==> src/rtl/bids22_pkg.sv <==
// Shared types and constants for the bids22 auction unit, its host sequencer and the bench.
package bids22_pkg;

  typedef enum logic [3:0] {
    OP_NOOP         = 4'd0,
    OP_UNLOCK       = 4'd1,
    OP_LOCK         = 4'd2,
    OP_LOAD_X       = 4'd3,
    OP_LOAD_Y       = 4'd4,
    OP_LOAD_Z       = 4'd5,
    OP_SET_XYZ_MASK = 4'd6,
    OP_SET_TIMER    = 4'd7,
    OP_BID_CHARGE   = 4'd8
  } opcode_t;

  typedef enum logic [2:0] {
    IDLE   = 3'd0,
    CFG    = 3'd1,
    RUN    = 3'd2,
    DRAIN  = 3'd3,
    UNLOCK = 3'd4,
    REPORT = 3'd5
  } ctrl_state_t;

  localparam logic [2:0] ERR_NONE      = 3'b000;
  localparam logic [2:0] ERR_DUP       = 3'b101;
  localparam logic [2:0] ERR_TIMEOUT   = 3'b111;
  localparam logic [2:0] CFG_LAST_STEP = 3'd6;

  // Session setup order; Lock goes last so the unit is only locked once fully configured.
  function automatic opcode_t cfg_step_op(input logic [2:0] step);
    opcode_t op;
    case (step)
      3'd0:    op = OP_LOAD_X;
      3'd1:    op = OP_LOAD_Y;
      3'd2:    op = OP_LOAD_Z;
      3'd3:    op = OP_SET_XYZ_MASK;
      3'd4:    op = OP_SET_TIMER;
      3'd5:    op = OP_BID_CHARGE;
      3'd6:    op = OP_LOCK;
      default: op = OP_NOOP;
    endcase
    return op;
  endfunction

endpackage

==> src/rtl/bids22_round_timer.sv <==
// Loadable down counter; holds at zero and flags terminal count.
module bids22_round_timer #(
  parameter int W = 16
) (
  input  logic         clk,
  input  logic         reset_n,
  input  logic         load,
  input  logic [W-1:0] load_val,
  input  logic         en,
  output logic         zero
);

  logic [W-1:0] cnt;

  always_ff @(posedge clk or negedge reset_n) begin
    if (!reset_n) begin
      cnt <= '0;
    end else if (load) begin
      cnt <= load_val;
    end else if (en && (cnt != '0)) begin
      cnt <= cnt - W'(1);
    end
  end

  assign zero = (cnt == '0);

endmodule

==> src/rtl/bids22_round_ctrl.sv <==
// Host-side session sequencer for the bids22 auction unit: configure, lock, run one timed
// round, capture the result, unlock, and hold the report until consumed.
//
// state  | meaning
// IDLE   | waiting for a session request (cfg_ready=1)
// CFG    | issuing the seven setup ops, ending with Lock
// RUN    | C_start held high for the round length
// DRAIN  | waiting up to DRAIN_MAX cycles for roundOver
// UNLOCK | issuing Unlock with the key
// REPORT | result held on res_* until res_ready
module bids22_round_ctrl
  import bids22_pkg::*;
#(
  parameter logic [31:0] KEY       = 32'h0F0F0F0F,
  parameter int          LEN_W     = 16,
  parameter int          DRAIN_MAX = 8
) (
  input  logic             clk,
  input  logic             reset_n,
  input  logic             cfg_valid,
  output logic             cfg_ready,
  input  logic [31:0]      cfg_x_fund,
  input  logic [31:0]      cfg_y_fund,
  input  logic [31:0]      cfg_z_fund,
  input  logic [2:0]       cfg_mask,
  input  logic [31:0]      cfg_timer,
  input  logic [31:0]      cfg_cost,
  input  logic [LEN_W-1:0] cfg_len,
  output logic [3:0]       C_op,
  output logic [31:0]      C_data,
  output logic             C_start,
  input  logic             ready,
  input  logic [2:0]       err,
  input  logic             roundOver,
  input  logic [31:0]      maxBid,
  input  logic             X_win,
  input  logic             Y_win,
  input  logic             Z_win,
  output logic             res_valid,
  input  logic             res_ready,
  output logic [2:0]       res_win,
  output logic [31:0]      res_max,
  output logic [2:0]       res_err,
  output logic             busy
);

  localparam int DRAIN_W = $clog2(DRAIN_MAX + 1);

  ctrl_state_t state, state_d;
  logic [2:0]  step, step_d, sel_step;
  logic        op_vld, op_vld_d;
  opcode_t     c_op_q, c_op_d, tbl_op;
  logic [31:0] c_data_d, tbl_data;
  logic        c_start_d, res_valid_d;
  logic [2:0]  res_win_d, res_err_d;
  logic [31:0] res_max_d;
  logic        cfg_latch;
  logic        rt_load, rt_en, rt_zero;
  logic        dt_load, dt_en, dt_zero;

  logic [31:0]      fund_x_r, fund_y_r, fund_z_r, timer_r, cost_r;
  logic [2:0]       mask_r;
  logic [LEN_W-1:0] len_r, rt_load_val;

  // op_vld marks that C_op already carries the op for 'step', so the table looks one ahead.
  assign sel_step    = op_vld ? (step + 3'd1) : step;
  assign tbl_op      = cfg_step_op(sel_step);
  assign rt_load_val = (len_r == '0) ? '0 : (len_r - LEN_W'(1));
  assign C_op        = c_op_q;

  always_comb begin
    tbl_data = '0;
    case (sel_step)
      3'd0:    tbl_data = fund_x_r;
      3'd1:    tbl_data = fund_y_r;
      3'd2:    tbl_data = fund_z_r;
      3'd3:    tbl_data = {29'b0, mask_r};
      3'd4:    tbl_data = timer_r;
      3'd5:    tbl_data = cost_r;
      3'd6:    tbl_data = KEY;
      default: tbl_data = '0;
    endcase
  end

  bids22_round_timer #(.W(LEN_W)) u_round_timer (
    .clk      (clk),
    .reset_n  (reset_n),
    .load     (rt_load),
    .load_val (rt_load_val),
    .en       (rt_en),
    .zero     (rt_zero)
  );

  bids22_round_timer #(.W(DRAIN_W)) u_drain_timer (
    .clk      (clk),
    .reset_n  (reset_n),
    .load     (dt_load),
    .load_val (DRAIN_W'(DRAIN_MAX - 1)),
    .en       (dt_en),
    .zero     (dt_zero)
  );

  always_comb begin
    state_d     = state;
    step_d      = step;
    op_vld_d    = op_vld;
    c_op_d      = c_op_q;
    c_data_d    = C_data;
    c_start_d   = C_start;
    res_valid_d = res_valid;
    res_win_d   = res_win;
    res_max_d   = res_max;
    res_err_d   = res_err;
    cfg_latch   = 1'b0;
    rt_load     = 1'b0;
    rt_en       = 1'b0;
    dt_load     = 1'b0;
    dt_en       = 1'b0;

    case (state)
      IDLE: begin
        if (cfg_valid) begin
          cfg_latch = 1'b1;
          step_d    = 3'd0;
          op_vld_d  = 1'b0;
          state_d   = CFG;
        end
      end
      CFG: begin
        if (!op_vld) begin
          c_op_d   = tbl_op;
          c_data_d = tbl_data;
          op_vld_d = 1'b1;
        end else if (ready) begin
          if (err != ERR_NONE) begin
            c_op_d      = OP_NOOP;
            c_data_d    = '0;
            res_err_d   = err;
            res_win_d   = '0;
            res_max_d   = '0;
            res_valid_d = 1'b1;
            op_vld_d    = 1'b0;
            state_d     = REPORT;
          end else if (step == CFG_LAST_STEP) begin
            c_op_d    = OP_NOOP;
            c_data_d  = '0;
            c_start_d = 1'b1;
            rt_load   = 1'b1;
            op_vld_d  = 1'b0;
            state_d   = RUN;
          end else begin
            step_d   = step + 3'd1;
            c_op_d   = tbl_op;
            c_data_d = tbl_data;
          end
        end
      end
      RUN: begin
        if (rt_zero) begin
          c_start_d = 1'b0;
          dt_load   = 1'b1;
          state_d   = DRAIN;
        end else begin
          rt_en = 1'b1;
        end
      end
      DRAIN: begin
        // roundOver is tested first so it wins over a timeout expiring in the same cycle.
        if (roundOver) begin
          res_win_d = {Z_win, Y_win, X_win};
          res_max_d = maxBid;
          res_err_d = err;
          c_op_d    = OP_UNLOCK;
          c_data_d  = KEY;
          state_d   = UNLOCK;
        end else if (dt_zero) begin
          res_win_d = '0;
          res_max_d = '0;
          res_err_d = ERR_TIMEOUT;
          c_op_d    = OP_UNLOCK;
          c_data_d  = KEY;
          state_d   = UNLOCK;
        end else begin
          dt_en = 1'b1;
        end
      end
      UNLOCK: begin
        if (ready) begin
          c_op_d      = OP_NOOP;
          c_data_d    = '0;
          res_valid_d = 1'b1;
          state_d     = REPORT;
        end
      end
      REPORT: begin
        if (res_ready) begin
          res_valid_d = 1'b0;
          state_d     = IDLE;
        end
      end
      default: begin
        state_d = IDLE;
      end
    endcase
  end

  always_ff @(posedge clk or negedge reset_n) begin
    if (!reset_n) begin
      state     <= IDLE;
      step      <= 3'd0;
      op_vld    <= 1'b0;
      c_op_q    <= OP_NOOP;
      C_data    <= '0;
      C_start   <= 1'b0;
      res_valid <= 1'b0;
      res_win   <= '0;
      res_max   <= '0;
      res_err   <= '0;
      cfg_ready <= 1'b1;
      busy      <= 1'b0;
    end else begin
      state     <= state_d;
      step      <= step_d;
      op_vld    <= op_vld_d;
      c_op_q    <= c_op_d;
      C_data    <= c_data_d;
      C_start   <= c_start_d;
      res_valid <= res_valid_d;
      res_win   <= res_win_d;
      res_max   <= res_max_d;
      res_err   <= res_err_d;
      cfg_ready <= (state_d == IDLE);
      busy      <= (state_d != IDLE);
    end
  end

  always_ff @(posedge clk or negedge reset_n) begin
    if (!reset_n) begin
      fund_x_r <= '0;
      fund_y_r <= '0;
      fund_z_r <= '0;
      mask_r   <= '0;
      timer_r  <= '0;
      cost_r   <= '0;
      len_r    <= '0;
    end else if (cfg_latch) begin
      fund_x_r <= cfg_x_fund;
      fund_y_r <= cfg_y_fund;
      fund_z_r <= cfg_z_fund;
      mask_r   <= cfg_mask;
      timer_r  <= cfg_timer;
      cost_r   <= cfg_cost;
      len_r    <= cfg_len;
    end
  end

endmodule

==> config.mk <==
export PLATFORM = sky130hd
export DESIGN_NAME = bids22_round_ctrl
export DESIGN_NICKNAME = d
export VERILOG_FILES = /design/src/rtl/bids22_pkg.sv /design/src/rtl/bids22_round_timer.sv /design/src/rtl/bids22_round_ctrl.sv
export SDC_FILE = /design/constraint.sdc
export NUM_CORES = 1
export LEC_CHECK = 0
export ABC_AREA = 1
export CAP_MARGIN = 20
export CORE_ASPECT_RATIO = 0.8
export CORE_UTILIZATION = 37
export DETAILED_ROUTE_END_ITERATION = 8
export DONT_BUFFER_PORTS = 1
export REMOVE_ABC_BUFFERS = 1
export SLEW_MARGIN = 20
export SYNTH_ARGS = -nofsm -noshare
export SYNTH_HDL_FRONTEND = slang
export SYNTH_SLANG_ARGS = --single-unit
==> constraint.sdc <==
create_clock -name clk -period 5.59 [get_ports clk]
set_clock_uncertainty 0.15 [all_clocks]
set_input_delay 0 -clock clk [delete_from_list [all_inputs] [get_ports clk]]
set_output_delay 0 -clock clk [all_outputs]
set_load 0.02 [all_outputs]
== Word level (Yosys, flattened, before mapping) ==
Cells that the tools add are included.

* Multiplexer cells: 91
* Equality and inequality tests: 24
* Add/sub/neg operators: 4
* Reductions and logical operators: 25

{| class="wikitable"
|+ Operators by type and width
! cell !! count
|-
| 32-bit two-way mux || 12
|-
| 32-bit one-hot mux with 7 select lines || 1
|-
| 32-bit one-hot mux with 3 select lines || 1
|-
| 3-bit two-way mux || 26
|-
| 32-bit one-hot mux with 2 select lines || 1
|-
| 16-bit two-way mux || 3
|-
| 4-bit two-way mux || 9
|-
| 16-bit logical NOT || 2
|-
| 16-bit by 1-bit subtractor with 16-bit output, second input constant || 2
|-
| 1-bit two-way mux || 29
|-
| 4-bit one-hot mux with 7 select lines || 1
|-
| 2-bit != test, second input constant || 10
|-
| 3-bit equality test, second input constant || 6
|-
| 3-bit one-hot mux with 2 select lines || 3
|-
| 3-bit one-hot mux with 6 select lines || 1
|-
| 6-bit AND reduction || 3
|-
| 16-bit nonzero test || 1
|-
| 3-bit by 2-bit equality test with 1-bit output, second input constant || 4
|-
| 4-bit one-hot mux with 3 select lines || 1
|-
| 3-bit nonzero test || 4
|-
| 2-bit nonzero test || 5
|-
| 3-bit logical NOT || 3
|-
| 3-bit by 1-bit equality test with 1-bit output, second input constant || 2
|-
| 3-bit != test, second input constant || 2
|-
| 10 further kinds || 12
|}

* Output and inout port bits: 78
* Bits in registers: 284
* Input port bits: 223
* Word-level logic and storage cells: 165

== Depth between registers and ports, before layout ==
* Depth after elaboration: 9
* Gate-level depth with buffers: 14

== By module ==
From an unflattened synthesis, not the netlist that was laid out.

* Cell total of the unflattened synthesis: 1825
* Area total of the unflattened synthesis: 13914.6 um2

{| class="wikitable"
|+ Modules (own cells, without submodules)
! module !! instances !! area an instance (um2) !! sequential area each (um2) !! cells an instance
|-
| bids22_round_ctrl || 1 || 12339.3 || 6607.6 || 1594
|-
| bids22_round_timer (u_round_timer) || 1 || 1280.0 || 400.4 || 185
|-
| bids22_round_timer (u_drain_timer) || 1 || 295.3 || 100.1 || 46
|}

== Worst setup path before layout ==
OpenSTA, ideal clock, no wires.

* Path kind: register -> register
* Start point: reg step[0]
* End point: reg C_data[16]
* Setup slack: 3.675 ns
* Arrival: 1.646 ns
* Buffers on the path: 2
* Required time: 5.321 ns
* Setup time: 0.119 ns
* Clock period less this slack: 1.915 ns
* Cell stages (with the launch flop): 15
* Cells stage by stage: dfrtp_1 > inv_1 > ha_1 > inv_1 > nand2_1 > nand2_2 > nor2_1 > buf_4 > buf_6 > nand3_1 > nand2_1 > nor2_1 > nand2_1 > nand2_1 > nand2_1

* Cells in the longest elaborated chain, start to end: 9

{| class="wikitable"
|+ Ends and longest elaborated chain
! item !! RTL line !! RTL
|-
| start: declaration || bids22_round_ctrl.sv:50 || <nowiki>logic [2:0] step, step_d, sel_step;</nowiki>
|-
| start signal: assignment || bids22_round_ctrl.sv:223 || <nowiki>step <= step_d;</nowiki>
|-
| 3-bit by 1-bit adder with 3-bit output || bids22_round_ctrl.sv:66 || <nowiki>assign sel_step = op_vld ? (step + 3'd1) : step;</nowiki>
|-
| 3-bit two-way mux || bids22_round_ctrl.sv:66 ||
|-
| 3-bit equality test (tied with other cells) || bids22_round_ctrl.sv:73 || <nowiki>case (sel_step)</nowiki>
|-
| 32-bit one-hot mux with 7 select lines || bids22_round_ctrl.sv:73 ||
|-
| 32-bit two-way mux || bids22_round_ctrl.sv:144 || <nowiki>end else if (step == CFG_LAST_STEP) begin</nowiki>
|-
| 32-bit two-way mux || bids22_round_ctrl.sv:135 || <nowiki>if (err != ERR_NONE) begin</nowiki>
|-
| 32-bit two-way mux || bids22_round_ctrl.sv:134 || <nowiki>end else if (ready) begin</nowiki>
|-
| 32-bit two-way mux * || bids22_round_ctrl.sv:130 || <nowiki>if (!op_vld) begin</nowiki>
|-
| 32-bit one-hot mux with 3 select lines * || bids22_round_ctrl.sv:120 || <nowiki>case (state)</nowiki>
|-
| end signal: assignment || bids22_round_ctrl.sv:226 || <nowiki>C_data <= c_data_d;</nowiki>
|-
| end: declaration || bids22_round_ctrl.sv:30 || <nowiki>output logic [31:0] C_data,</nowiki>
|}

Every way passes the cells marked *; elsewhere a longest branch is shown, timed or not. The select of a mux whose other input is x is not followed.
A chain may end at the register's enable or synchronous reset.

== Worst setup path after layout ==
* Start point: reg state[1]
* End point: reg cost_r[26]

* Cells in the longest elaborated chain, start to end: 2

{| class="wikitable"
|+ Ends and longest elaborated chain
! item !! RTL line !! RTL
|-
| start: declaration || bids22_round_ctrl.sv:49 || <nowiki>ctrl_state_t state, state_d;</nowiki>
|-
| start signal: assignment || bids22_round_ctrl.sv:222 || <nowiki>state <= state_d;</nowiki>
|-
| 3-bit logical NOT || bids22_round_ctrl.sv:120 ||
|-
| 1-bit two-way mux || bids22_round_ctrl.sv:120 ||
|-
| end signal: assignment || bids22_round_ctrl.sv:252 || <nowiki>cost_r <= cfg_cost;</nowiki>
|-
| end: declaration || bids22_round_ctrl.sv:61 || <nowiki>logic [31:0] fund_x_r, fund_y_r, fund_z_r, timer_r, cost_r;</nowiki>
|}

Every way passes these cells.

==> impl_metrics.yaml <==
run_status:
  status: "finished, violations left"
  violations: "hold timing"
pwr:
  p_leak_nw: 9.095
  ir_drop_uv: 272.1
  power.density_nw_per_um2: 449.1
  power.total_mw: 8.688
logic_synthesis:
  synth_top_area_cell: "dfrtp_1"
  ys_ff_latch: 284
  synthFlopType: "dfrtp_1"
  yosys-top-cells-area: "dfrtp_1 52%, nand2_1 21%, nand3_1 7.5%"
  syn_area_um2: 13690
  yosysMostFrequentCell: "nand2_1"
  yosys_warnings: 0
  synth_commonest_cells: "763 x nand2_1, 283 x dfrtp_1, 204 x nand3_1"
  yosysTopAreaCellShare: 0.5173
  syn_avg_cell_area_um2: 7.618
  ys_types: 37
  synth_edf_count: 0
  ys_seq_area_frac: 0.5192
  synth-async-reset-ratio: 1.000
  synthCells: 1797
final_layout:
  layout-drive-gt1-share: 0.04576
  antenna_cells: 0
  area_growth_pct: 41.30
  fin_nets: 2415
  layout.cells.non_filler: 2687
placement:
  place_inst: 2194
  gp_congestion: 0.8458
  dpl_worst_slack_ps: 2367
  port_buffers: 0
  place_hpwl_um: 24020
floorplanning:
  die_w_um: 217.1
  initial_core_util: 0.3787
  die-area_um2: 37780
  std_cell_rows: 62
  core_area_um2: 36150
  die_y_um: 174.0
  ios: 301
clocking:
  cts.path.max_buffers: 3
  h-tree-depth: 1
  clk_pin_slew_ps: 60
  cts_tree: "done"
  cts_hold_buf: 438
  cts_root_buf: "clkbuf_16"
  cts_made_buffers: 31
  clk_latency_ps: 560
  cts-resized-gates: 0
  cts_setup_buffers: 0
  cts_sinks: 284
timing:
  rsz0062_at_grt: "false"
  holdWs_ps: -1016
  min_period_over_period: 0.6004
  layout_setup_ws_ps: 2234
  setup_violations: 0
  maxSlewHeadroom: 0.2566
  hold_viol_final: 284
  slew_violations: 0
  finalSetupTns_ps: 0
  worst_pin_slew_ps: 1112
  fmax_ghz: 0.2979
  period_needed_ps: 3356
worst_setup_path:
  cpMostUsedCell: "nand2_1"
  critical_path.cell_chain: "inv_2, nand2_1, nor2_4, buf_6, nand2_1, dlygate4sd3_1, nand2_1"
  worstPathMaxFanout: 130
  required_ps: 5940
  worst_setup_path_end_kind: "flop"
  crit_type: "reg -> reg"
  crit_arrival_ps: 3710
  max_stage_delay_ps: 690
  crit_slowest_cell: "buf_6"
  critPathLaunchType: "flop"
global_route:
  grt_usage: 0.2324
  overflow: 0
  grt_pass1_vias: 13870
  grt_first_pass_wirelength_um: 71240
  grt_max_degree: 285
  antenna_found_initial: 1
drt:
  first_pass_iters: 6
  initialDrtViolationCount: 906
  vias: 13470
  ant_nets: 0
  vias_per_cell: 5.013
  avgRoutedWirePerCell_um: 16.43
  drt_wl_total_um: 44140
  route.detailed.drc: 0
run:
  cap_violations: 0
worst_hold_path:
  hold_path.class: "in -> async"
[state kept, by name, summed over array words and instances (netlist names), 3 cells and up]
name / count
cost_r: 32
res_max: 32
mask_r: 3
C_op: 4
state: 3
len_r: 16
timer_r: 32
res_err: 3
fund_x_r: 32
step: 3
u_round_timer.cnt: 16
res_win: 3
C_data: 32
u_drain_timer.cnt: 4
fund_y_r: 32
fund_z_r: 32
[cell usage in the layout, fill, tap and decap left out, types with 2 or more instances in the layout]
master	instances
ha_1	6
clkinv_2	4
bufinv_16	3
o22ai_1	3
clkbuf_8	8
nor2_4	8
dfrtp_1	283
inv_1	122
clkbuf_16	31
nand3_1	204
nor3_1	3
o21ai_1	9
nand2_4	2
clkbuf_1	7
nand4_1	8
dlygate4sd3_1	437
xor2_1	8
buf_4	5
nor2_2	3
o21ai_2	14
a21oi_1	21
nor2_1	122
o21ai_0	103
inv_2	6
nand2_1	763
nand2_2	6
[final timing paths]
path,startpoint,to,slack [ps],cells after the start
min in group clk,cfg_timer[6],timer_r[6]$_DFFE_PN0P_,10,3
worst max register to register,state[1]$_DFF_PN0_,cost_r[26]$_DFFE_PN0P_,2230,7
worst min register to register,cost_r[8]$_DFFE_PN0P_,cost_r[8]$_DFFE_PN0P_,320,2
max in group asynchronous,reset_n,fund_x_r[23]$_DFFE_PN0P_,5580,0
worst max-delay path,state[1]$_DFF_PN0_,cost_r[26]$_DFFE_PN0P_,2230,7
worst min-delay path,reset_n,res_max[28]$_DFFE_PN0P_,-1020,0
[per-layer routing]
layer | share of wire | wire (um) | global-route usage
met5 | 0.00023 | 10 | 0
met4 | 0.030 | 1339 | 0.07835
met3 | 0.063 | 2763 | 0.04637
met2 | 0.47 | 20960 | 0.3894
met1 | 0.43 | 19060 | 0.2990
[worst max-delay path, delay by kind of cell, from the launching register on]
family | cells | cell delay (ps)
buffers and inverters | 3 | 1470
and+or+nand+nor | 4 | 1080
DFF | 1 | 440
[area by class of cell]
class | count | area (um^2)
timing repair buffer | 445 | 4471
clock inverter | 8 | 117.6
multi-input combinational | 1295 | 5648
inverter | 129 | 486.7
tap | 480 | 600.6
sequential | 284 | 7108
fill | 3232 | 16810
clock buffer | 46 | 912.1
[cell families (layout without fill, tap and decap cells)]
group	count (synthesis)	after routing	share of synthesized area
and+or+nand+nor	1122	1122	0.3355
AOI/OAI and AO/OA	158	158	0.06453
adders and majority gates	6	6	0.005484
xor gates and xnor gates	9	9	0.005758
DFF	284	284	0.5192
buffers and inverters	218	628	0.06946
[through the flow]
| stage | cell area [um^2] | utilization |
|---|---|---|
| 2_1_floorplan | 13220 | - |
| 3_3_place_gp | 13890 | 0.3842 |
| 3_5_place_dp | 13890 | 0.3842 |
| 4_1_cts | 19310 | 0.5342 |
| 5_1_grt | 19340 | 0.5351 |
| 6_report | 19340 | 0.5351 |
[report_power, final]
part / internal [mW] / switching (mW)
sequential: 2.77 / 0.543
combinational: 1.16 / 2.11
clock: 1.25 / 0.846
total: 5.18 / 3.50
No activity file was read; power rests on OpenSTA's default activity.
